`src/rtl/mux8_rr_scheduler.sv`:
```
// rtl/mux8_rr_scheduler.sv - round-robin scheduler owning the select lines of an 8:1 bit mux
// Bounds each grant's tenure to HOLD_MAX cycles while others wait and registers the selected data bit.
module mux8_rr_scheduler #(
    parameter int HOLD_MAX = 4
) (
    input  logic       clock,
    input  logic       reset,
    input  logic [7:0] io_req,
    input  logic [7:0] io_in,
    output logic [7:0] io_grant,
    output logic       io_s0,
    output logic       io_s1,
    output logic       io_s2,
    output logic       io_busy,
    output logic       io_out,
    output logic       io_out_valid
);

    localparam logic       IDLE   = 1'b0;
    localparam logic       HOLD   = 1'b1;
    localparam logic [3:0] HMAX_C = 4'(HOLD_MAX);

    logic       state_q, state_d;
    logic [2:0] ptr_q, ptr_d;
    logic [2:0] cur_q, cur_d;
    logic [3:0] cnt_q, cnt_d;
    logic       out_q, out_d;
    logic       out_valid_q;

    logic [7:0] cur_oh;
    logic [7:0] others;
    logic [2:0] ptr_next;
    logic [3:0] idle_pick;
    logic [3:0] rel_pick;
    logic       rel;

    // Returns {found, index} of the first set bit at or above start, wrapping 7->0.
    function automatic logic [3:0] pick_fn(input logic [7:0] req, input logic [2:0] start);
        logic [3:0] res;
        logic [2:0] idx;
        res = 4'd0;
        for (int i = 7; i >= 0; i--) begin
            idx = start + i[2:0];
            if (req[idx]) begin
                res = {1'b1, idx};
            end
        end
        return res;
    endfunction

    assign cur_oh    = 8'b1 << cur_q;
    // Masking cur on every release is harmless: on a drop its request bit is already 0.
    assign others    = io_req & ~cur_oh;
    assign ptr_next  = cur_q + 3'd1;
    assign idle_pick = pick_fn(io_req, ptr_q);
    assign rel_pick  = pick_fn(others, ptr_next);
    assign rel       = !io_req[cur_q] || ((cnt_q == HMAX_C) && (|others));

    always_comb begin
        state_d = state_q;
        ptr_d   = ptr_q;
        cur_d   = cur_q;
        cnt_d   = cnt_q;
        out_d   = out_q;
        if (state_q == IDLE) begin
            if (idle_pick[3]) begin
                state_d = HOLD;
                cur_d   = idle_pick[2:0];
                cnt_d   = 4'd1;
            end
        end else begin
            out_d = io_in[cur_q];
            if (rel) begin
                ptr_d = ptr_next;
                if (rel_pick[3]) begin
                    cur_d = rel_pick[2:0];
                    cnt_d = 4'd1;
                end else begin
                    state_d = IDLE;
                end
            end else if (cnt_q != HMAX_C) begin
                cnt_d = cnt_q + 4'd1;
            end
        end
    end

    always_ff @(posedge clock or negedge reset) begin
        if (!reset) begin
            state_q     <= IDLE;
            ptr_q       <= 3'd0;
            cur_q       <= 3'd0;
            cnt_q       <= 4'd0;
            out_q       <= 1'b0;
            out_valid_q <= 1'b0;
        end else begin
            state_q     <= state_d;
            ptr_q       <= ptr_d;
            cur_q       <= cur_d;
            cnt_q       <= cnt_d;
            out_q       <= out_d;
            out_valid_q <= (state_q == HOLD);
        end
    end

    // cur_q is only rewritten on a new grant, so the selects naturally hold their last value in IDLE.
    assign io_busy      = (state_q == HOLD);
    assign io_grant     = io_busy ? cur_oh : 8'd0;
    assign io_s0        = cur_q[0];
    assign io_s1        = cur_q[1];
    assign io_s2        = cur_q[2];
    assign io_out       = out_q;
    assign io_out_valid = out_valid_q;

endmodule

```
`config.mk`:
```
export PLATFORM = sky130hd
export DESIGN_NAME = mux8_rr_scheduler
export DESIGN_NICKNAME = d
export VERILOG_FILES = /design/src/rtl/mux8_rr_scheduler.sv
export SDC_FILE = /design/constraint.sdc
export NUM_CORES = 1
export LEC_CHECK = 0
export CORE_ASPECT_RATIO = 2
export CORE_MARGIN = 1
export CORE_UTILIZATION = 62
export DETAILED_ROUTE_END_ITERATION = 8
export DONT_BUFFER_PORTS = 1
export GPL_ROUTABILITY_DRIVEN = 0
export HOLD_SLACK_MARGIN = 0.06
export PLACE_DENSITY = 0.9
export SETUP_SLACK_MARGIN = 0.15
export SLEW_MARGIN = 0
export SYNTH_ARGS = -nofsm -noshare
export SYNTH_HDL_FRONTEND = slang
export SYNTH_SLANG_ARGS = --single-unit
```
`constraint.sdc`:
```
create_clock -name clock -period 3.1 [get_ports clock]
set_input_delay 0 -clock clock [delete_from_list [all_inputs] [get_ports clock]]
set_output_delay 0 -clock clock [all_outputs]
set_load 0.005 [all_outputs]
```
---- Word-level counts from Yosys, hierarchy flattened ----
Index checks and enable logic that the tools add are counted.
Widths: inputs -> output; s select.
word-level totals
  input bits .............................. 18
  flip-flop bits (word level) ............. 13
  output and inout port bits .............. 14
  memories kept ........................... 0
  bits in writable memories ............... 0
  bits in read-only memories .............. 0
  latch bits .............................. 0
operators by class
  equality and inequality tests ........... 6
  magnitude comparators ................... 17
  mux-type cells .......................... 66
  reductions and logical operators ........ 8
  multipliers ............................. 0
  div/mod/pow operators ................... 0
  bitwise logic cells ..................... 2
  shift-type cells ........................ 1
  add/sub/neg operators ................... 16
operators by type and width
  kind                 number
  $mux 4               21
  $lt 3x4->1 const B   17
  $bmux 1 s3           18
  $add 3x3->3 const B  8
  $mux 1               22
  $add 3x2->3 const B  4
  $mux 3               4
  $add 3x1->3 const B  3
  $and 8x8->8          1
  $mux 8               1
  $not 8->8            1
  $reduce_or 8->1      1
  $shl 1x3->8 const A  1
  $reduce_and 3->1     2
  $add 4x1->4 const B  1
  $eq 4x3->1 const B   1
  $ne 2x1->1 const B   2
  $ne 4x3->1 const B   1
  $ne 3x1->1 const B   1
  $ne 3x3->1 const B   1
  $reduce_and 2->1     1
  $reduce_bool 2->1    1
  $logic_and 1x1->1    1
  $logic_not 1->1      1
  $logic_or 1x1->1     1

---- Depth between registers and ports, before layout ----
Gate-level depths: netlist of the first run.
  word-level depth ........................ 16
  mapped depth ............................ 13
  depth with buffers taken out ............ 9

---- Worst setup path after synthesis of the first run ----
Ideal clock, no wire load.
  path kind ............................... register to register
  start point ............................. reg cur_q[0]
  end point ............................... reg cur_q[1]
  setup time .............................. 120 ps
  path buffers ............................ 4
  required time ........................... 2980 ps
  arrival time ............................ 2821 ps
  clock period less this slack ............ 2941 ps
  slack ................................... 159 ps
  stages on the path, launching flop included .. 13
  path through ............................ dfrtp_1 > buf_4 > buf_6 > inv_1 > ha_1 > buf_2 > buf_2 > mux4_2 > a22o_1 > a21oi_1 > nand3_1 > a211o_1 > a31o_1
RTL lines
  item                          line  source
  from (decl)                   25    logic [2:0] cur_q, cur_d;
  from (signal assigned)        98    cur_q <= cur_d;
  $add 3x1->3 (*)               54    assign ptr_next = cur_q + 3'd1;
  via ptr_next[0]               32    logic [2:0] ptr_next;
  $add 3x3->3                   43    idx = start + i[2:0];
  $bmux 1 s3                    44    if (req[idx]) begin
  $mux 1 (implied by the code)  44
  $mux 4 (7 in series)          44
  $mux 4 (*)                    44
  $mux 3                        75    if (rel_pick[3]) begin
  $mux 3                        73    if (rel) begin
  $mux 3                        65    if (state_q == IDLE) begin
The timed path passes the listed nets; every way through them passes the cells marked *. The select of a mux whose other input is x is not followed.
A chain may end at the register's enable or synchronous reset.

---- Worst setup path in the final report of the first run ----
  start point ............................. reg ptr_q[1]
  end point ............................... reg cur_q[1]
on the way
  longest elaborated chain between the ends .. 13
RTL lines
  item                                                   line  source
  from (decl)                                            24    logic [2:0] ptr_q, ptr_d;
  from (signal assigned)                                 97    ptr_q <= ptr_d;
  $add 3x3->3                                            43
  $bmux 1 s3                                             44
  $mux 1 (implied by the code)                           44
  $mux 4 (7 in series)                                   44
  $mux 4 (*)                                             44
  $reduce_bool 2->1 (no line) or $mux 3 (tied branches)  --
  $reduce_and 3->1 (no line) or $mux 3 (tied branches)   --
Every way passes the cells marked *; elsewhere a longest branch is shown, timed or not. The select of a mux whose other input is x is not followed.

==> impl_metrics.json, run 1 <==
{
  "portBuffers": 0,
  "global_route.usage.met2": 0.6700,
  "worst_skew_pair.late_latency_ns": 0.25,
  "drt_iter0_markers": 297,
  "synthesis.yosys.warnings": 0,
  "via_count_of_the_routed_design": 3190,
  "layout-drive-gt1-share": 0.2076,
  "grt_most_used_layer": "met2",
  "n_antenna_cell": 0,
  "yosysTopAreaCell": "sky130_fd_sc_hd__mux4_2",
  "grt_use_total": 0.3833,
  "synth_area_leaders": "sky130_fd_sc_hd__mux4_2 (16%), sky130_fd_sc_hd__dfrtp_1 (11%), sky130_fd_sc_hd__ha_1 (5.0%)",
  "finish.utilization": 0.6795,
  "synth_area_sq_um": 2999,
  "setup_violation_total_in_the_final_timing_report": 0,
  "min-delay-path-class": "in2reg",
  "grt_antenna_before_repair": 0,
  "clkTransAtPathRegs_ns": 0.06,
  "min_delay_worst_endpoint": "io_out",
  "netlist.area_leader.share": 0.1577,
  "cts.sinks": 13,
  "pin_count_of_the_biggest_net_entering_global_routing": 24,
  "htree_num_levels": 1,
  "worstSetupPathType": "reg2reg",
  "totalWireLength_mm": 9.368,
  "tightestPinTransition_ns": 0.6014,
  "ys_ff_latch": 13,
  "initial_core_util": 0.6461,
  "root_buffer": "sky130_fd_sc_hd__clkbuf_8",
  "hold_path_startpoint": "io_in[0]",
  "critical_path.cell_chain": "inv_1 > ha_1 > mux4_2 > mux2_2 > o31a_1 > a41oi_2 > o211ai_1 > a31o_1",
  "finalNetCount": 373,
  "critical_path_fanout_max": 10,
  "max_cap_violations": 0,
  "critPathMaxStageDelay_ns": 0.57,
  "postSynthNetCount": 377,
  "hold_viol_final": 0,
  "mean_routed_wirelength_per_cell_um": 23.60,
  "globalRouteOverflowTotal": 0,
  "crit_slowest_cell": "sky130_fd_sc_hd__mux4_2",
  "placement_rows": 35,
  "fp.dieW_um": 51.18,
  "synth.yosys.seq_area_share": 0.1085,
  "result_of_the_run": "finished clean",
  "yosys.cell_types.count": 69,
  "wire_length_of_the_first_global_routing_pass_mm": 14.97,
  "route.detailed.drc": 0,
  "slew_viol_final": 0,
  "post-dp-hpwl_mm": 6.796,
  "reg2reg_to": "cur_q[1]",
  "setup-tns-final_ns": 0,
  "final.period_utilization": 0.9262,
  "synth-main-ff-cell": "sky130_fd_sc_hd__dfrtp_1",
  "grt_use_met1": 0.4254,
  "flow.area_growth_from_synthesis_pct": 5.173,
  "clk_path_buf_depth": 2,
  "async_flop_share": 1.000,
  "first_global_vias": 3072,
  "r2r_cells": 8,
  "max_freq_mhz": 348.3,
  "hold-path-cell-count": 3,
  "r2r_slack_ns": 0.23,
  "end_kind": "register",
  "syn_area_per_cell_sq_um": 8.643,
  "tritoncts": "done",
  "post-cts-setup-buffer-count": 0,
  "min_period_ns": 2.871,
  "start_kind": "register",
  "critical_path_arrival_ns": 3.01,
  "tritoncts.num_buffers": 3,
  "critPathRequiredTime_ns": 3.24,
  "floorplan.core_area_sq_um": 4642,
  "io_pins": 32,
  "drtPass1Iterations": 6,
  "clock_skew_ns": 0.003627,
  "global_route.usage.met3": 0.04242,
  "grt_setup_unrepaired": "no",
  "crit_reg_reg_startpoint": "ptr_q[1]",
  "drtAntennaViolNets": 0,
  "die_area_sq_um": 5136,
  "synthCells": 347,
  "synth_edf_count": 0,
  "fp.dieH_um": 100.4,
  "slew-limit-headroom": 0.5978,
  "detail_route.vias_per_cell": 8.035
}
[metal layers]
metal | wire length [um] | vias to the layer above
met5 | 0 | -
met1 | 3099 | 1485
met2 | 4897 | 274
met4 | 600 | 0
met3 | 770 | 77
li1 | - | 1354
[how the worst max path moves through the flow]
stage	depth (start not counted)	end	startpoint	slack [ns]
floorplan	12	cur_q[1]	cur_q[0]	0.16
global placement	10	cur_q[1]	cur_q[0]	0.19
detailed placement	10	cur_q[1]	cur_q[0]	0.07
CTS	10	cur_q[1]	cur_q[0]	0.15
global route	10	cur_q[2]	ptr_q[1]	0.14
finish	8	cur_q[1]	ptr_q[1]	0.23
[area by class of cell]
type | instances | area [sq um]
flip-flops and latches | 13 | 325.3
repair buffers | 21 | 160.2
inverters | 17 | 63.81
clock buffers | 4 | 45.04
multi-input cells | 287 | 2491
fillers | 371 | 1488
well taps | 55 | 68.82
[critical path, delay by kind of cell, from the launching register on]
kind / cells / cell delay (ns)
adders and majority gates: 1 / 0.55
DFF: 1 / 0.37
muxes: 2 / 0.88
buffers and inverters: 1 / 0.10
AOI/OAI and AO/OA: 4 / 0.85
[metrics by stage]
stage	hold slack, ns	worst slack, ns	instances	area, sq um
finish	0.1823	0.2289	397	3154
global route	0.2150	0.1415	397	3154
detailed placement	-0.2954	0.07322	392	3055
CTS	0.1836	0.1535	397	3113
floorplan	-0.2956	0.1594	347	2999
global placement	-0.2954	0.1854	392	3055
[cells in the mapped netlist (8+ instances only)]
cell type                  instances
sky130_fd_sc_hd__nor2_1           18
sky130_fd_sc_hd__clkbuf_1         16
sky130_fd_sc_hd__o21ai_0           9
sky130_fd_sc_hd__inv_1            16
sky130_fd_sc_hd__ha_1             12
sky130_fd_sc_hd__nand3_1          11
sky130_fd_sc_hd__mux2i_1          15
sky130_fd_sc_hd__nand2b_1          9
sky130_fd_sc_hd__a21oi_1          13
sky130_fd_sc_hd__nor2b_1           9
sky130_fd_sc_hd__mux4_2           21
sky130_fd_sc_hd__nor3_1            8
sky130_fd_sc_hd__nand2_1          31
sky130_fd_sc_hd__dfrtp_1          13
sky130_fd_sc_hd__mux2_2            8
[state kept, by name, indices dropped and copies added, names as in the netlist]
register      count
cur_q             3
ptr_q             3
io_out            1
cnt_q             4
io_out_valid      1
io_busy           1
[timing repair]
action / in CTS / in global routing
hold endpoints to repair: 13 / 0
resized for setup: 1 / 7
hold buffers: 1 / 0
setup endpoints to repair: 1 / 3
[cell usage in the layout (no fill, tap or decap), types with 7 or more instances in the layout]
cell type / Yosys / layout
sky130_fd_sc_hd__a21oi_1: 13 / 13
sky130_fd_sc_hd__and3_1: 7 / 7
sky130_fd_sc_hd__buf_4: 3 / 20
sky130_fd_sc_hd__dfrtp_1: 13 / 13
sky130_fd_sc_hd__ha_1: 12 / 9
sky130_fd_sc_hd__inv_1: 16 / 16
sky130_fd_sc_hd__mux2_2: 8 / 8
sky130_fd_sc_hd__mux2i_1: 15 / 15
sky130_fd_sc_hd__mux4_2: 21 / 21
sky130_fd_sc_hd__nand2_1: 31 / 31
sky130_fd_sc_hd__nand2b_1: 9 / 9
sky130_fd_sc_hd__nand3_1: 11 / 11
sky130_fd_sc_hd__nor2_1: 18 / 18
sky130_fd_sc_hd__nor2b_1: 9 / 9
sky130_fd_sc_hd__nor3_1: 8 / 8
sky130_fd_sc_hd__o211ai_1: 7 / 7
sky130_fd_sc_hd__o21ai_0: 9 / 8
[kinds of logic after synthesis]
kind of cell / Yosys count / synth area share
AO/OA/AOI/OAI: 98 / 0.2541
AND/OR/NAND/NOR: 117 / 0.2040
flip-flops: 13 / 0.1085
XOR/XNOR: 11 / 0.03463
buffers and inverters: 47 / 0.07551
multiplexers: 49 / 0.2733
adder cells (fa/ha/maj): 12 / 0.05006
Power of run 1 is left out: the tool's default activity adds up to more than one toggle a clock period on the data nets, which glitch-free logic cannot reach.
==> run 2: changes to the inputs <==
- CTS_BUF_LIST: default -> sky130_fd_sc_hd__clkbuf_4 sky130_fd_sc_hd__clkbuf_8 sky130_fd_sc_hd__clkbuf_16
- HOLD_SLACK_MARGIN: 0.06 -> default
==> impl_metrics.json, run 2 (synthesis results as in run 1) <==
{
  "result_of_the_run": "finished clean",
  "num-fill-cells": 372,
  "end_kind": "register",
  "critical_path_arrival_ns": 3.06,
  "clkTransAtPathRegs_ns": 0.06,
  "met2_length_mm": 4.980,
  "largestRegisters": "cnt_q: 4 flops, cur_q: 3 flops, ptr_q: 3 flops",
  "r2r_slack_ns": 0.23,
  "met3_length_um": 713,
  "htree_num_levels": 1,
  "clock_skew_ns": 0.007667,
  "totalWireLength_mm": 9.262,
  "critPathMaxStageDelay_ns": 0.54,
  "worst_path_dominant_cell_family": "compound AO/OA/AOI/OAI gates",
  "wire_length_of_the_first_global_routing_pass_mm": 14.95,
  "setup_violation_total_in_the_final_timing_report": 0,
  "most_frequent_cell_on_the_critical_path": "sky130_fd_sc_hd__nand2_1",
  "fp.dieH_um": 100.4,
  "layout-drive-gt1-share": 0.2076,
  "most_frequent_standard_cell_in_the_layout_excluding_fill_and_tap_cells": "sky130_fd_sc_hd__nand2_1",
  "crit_slowest_cell": "sky130_fd_sc_hd__ha_1",
  "n_antenna_cell": 0,
  "flow.area_growth_from_synthesis_pct": 4.923,
  "biggest_register": "cnt_q",
  "grt_setup_unrepaired": "no",
  "start_kind": "register",
  "top_layer_used": "met4",
  "preCtsSetupSlack_ns": 0.07322,
  "setup-tns-final_ns": 0,
  "finalNetCount": 373,
  "die_area_sq_um": 5136,
  "hold_viol_final": 0,
  "pin_count_of_the_biggest_net_entering_global_routing": 24,
  "grt_use_total": 0.3833,
  "first_global_vias": 3071,
  "placement_rows": 35,
  "min-delay-path-class": "in2reg",
  "slew_viol_final": 0,
  "largest_register_ff_count": 4,
  "detail_route.vias_per_cell": 7.884,
  "critical_path_fanout_max": 13,
  "final.period_utilization": 0.9246,
  "post-dp-hpwl_mm": 6.796,
  "slew-limit-headroom": 0.5948,
  "tritoncts": "done",
  "grt_antenna_before_repair": 0,
  "cp.buffers_inverters": 2,
  "drt_iter0_markers": 230,
  "route.detailed.drc": 0,
  "worst_skew_pair.late_latency_ns": 0.26,
  "worstSetupPathType": "reg2reg",
  "tritoncts.num_buffers": 3,
  "root_buffer": "sky130_fd_sc_hd__clkbuf_8",
  "route.layer.met1.wl_mm": 3.021,
  "via_count_of_the_routed_design": 3130,
  "portBuffers": 0,
  "critPathRequiredTime_ns": 3.29,
  "hold_slack_ns": 0.1789,
  "drtPass1Iterations": 6,
  "drtAntennaViolNets": 0,
  "post-cts-setup-buffer-count": 0,
  "cts.sinks": 13,
  "max_cap_violations": 0,
  "initial_core_util": 0.6461,
  "io_pins": 32,
  "finish.utilization": 0.6779,
  "fp.dieW_um": 51.18,
  "globalRouteOverflowTotal": 0,
  "most-common-layout-cells": "sky130_fd_sc_hd__nand2_1 (31), sky130_fd_sc_hd__mux4_2 (21), sky130_fd_sc_hd__buf_4 (20), sky130_fd_sc_hd__nor2_1 (18), sky130_fd_sc_hd__inv_1 (16)",
  "critical_path.cell_chain": "inv_1 > ha_1 > buf_4 > mux4_2 > nand2_1 > o211ai_1 > a221oi_1 > nand2_1 > a21oi_1 > o221a_2",
  "floorplan.core_area_sq_um": 4642,
  "min_period_ns": 2.866,
  "fin_ws_ns": 0.2338,
  "tightestPinTransition_ns": 0.6059,
  "clk_path_buf_depth": 2,
  "mean_routed_wirelength_per_cell_um": 23.33,
  "max_freq_mhz": 348.9
}
-- run 2: cell count changes in the layout (fill, tap and decap cells not counted) --
cell and delta:
sky130_fd_sc_hd__a31oi_2 +1, sky130_fd_sc_hd__clkbuf_1 -1, sky130_fd_sc_hd__clkbuf_4 +1, sky130_fd_sc_hd__ha_1 +1, sky130_fd_sc_hd__a31oi_4 -1, sky130_fd_sc_hd__ha_2 -1
-- run 2: layout make-up --
type / count / area (sq um) / area share
Multi-Input combinational cell: 287 / 2480 / 0.7881
Timing Repair Buffer: 21 / 160.2 / 0.05089
Inverter: 17 / 63.81 / 0.02028
Tap cell: 55 / 68.82 / 0.02187
Sequential cell: 13 / 325.3 / 0.1034
Clock buffer: 4 / 48.80 / 0.01551
-- run 2: path summary, 6_finish.rpt --
kind | start | endpoint | depth (start not counted)
max in group asynchronous | reset | cnt_q[1] | 1
hold / removal | io_in[0] | io_out | 3
min in group asynchronous | reset | io_busy | 1
setup / recovery | cur_q[1] | cur_q[2] | 10
hold reg to reg | cnt_q[1] | cnt_q[1] | 1
setup reg to reg | cur_q[1] | cur_q[2] | 10
-- run 2: routing by layer --
layer,track usage,vias up
li1,-,1346
met1,0.4244,1460
met2,0.6741,256
met3,0.03485,68
met4,0.2436,0
met5,0,-
-- run 2: per-stage QoR --
stage	cell area (sq um)	std cells
2_1_floorplan	2999	347
3_3_place_gp	3055	392
3_5_place_dp	3055	392
4_1_cts	3117	397
5_1_grt	3147	397
6_report	3147	397
-- run 2: worst reg2reg max path, stage by stage, from the launching register on --
cell and delay [ns]:
sky130_fd_sc_hd__dfrtp_1 0.38, sky130_fd_sc_hd__inv_1 0.07, sky130_fd_sc_hd__ha_1 0.54, sky130_fd_sc_hd__buf_4 0.23, sky130_fd_sc_hd__mux4_2 0.37, sky130_fd_sc_hd__nand2_1 0.15, sky130_fd_sc_hd__o211ai_1 0.11, sky130_fd_sc_hd__a221oi_1 0.34
sky130_fd_sc_hd__nand2_1 0.10, sky130_fd_sc_hd__a21oi_1 0.24, sky130_fd_sc_hd__o221a_2 0.26
-- run 2: what timing repair did --
item,4_1_cts,5_1_grt
gates resized for setup,1,5
hold endpoints to repair,13,0
hold buffers,1,0
endpoints found under the setup margin,1,3
Power of run 2 is left out for the same reason.
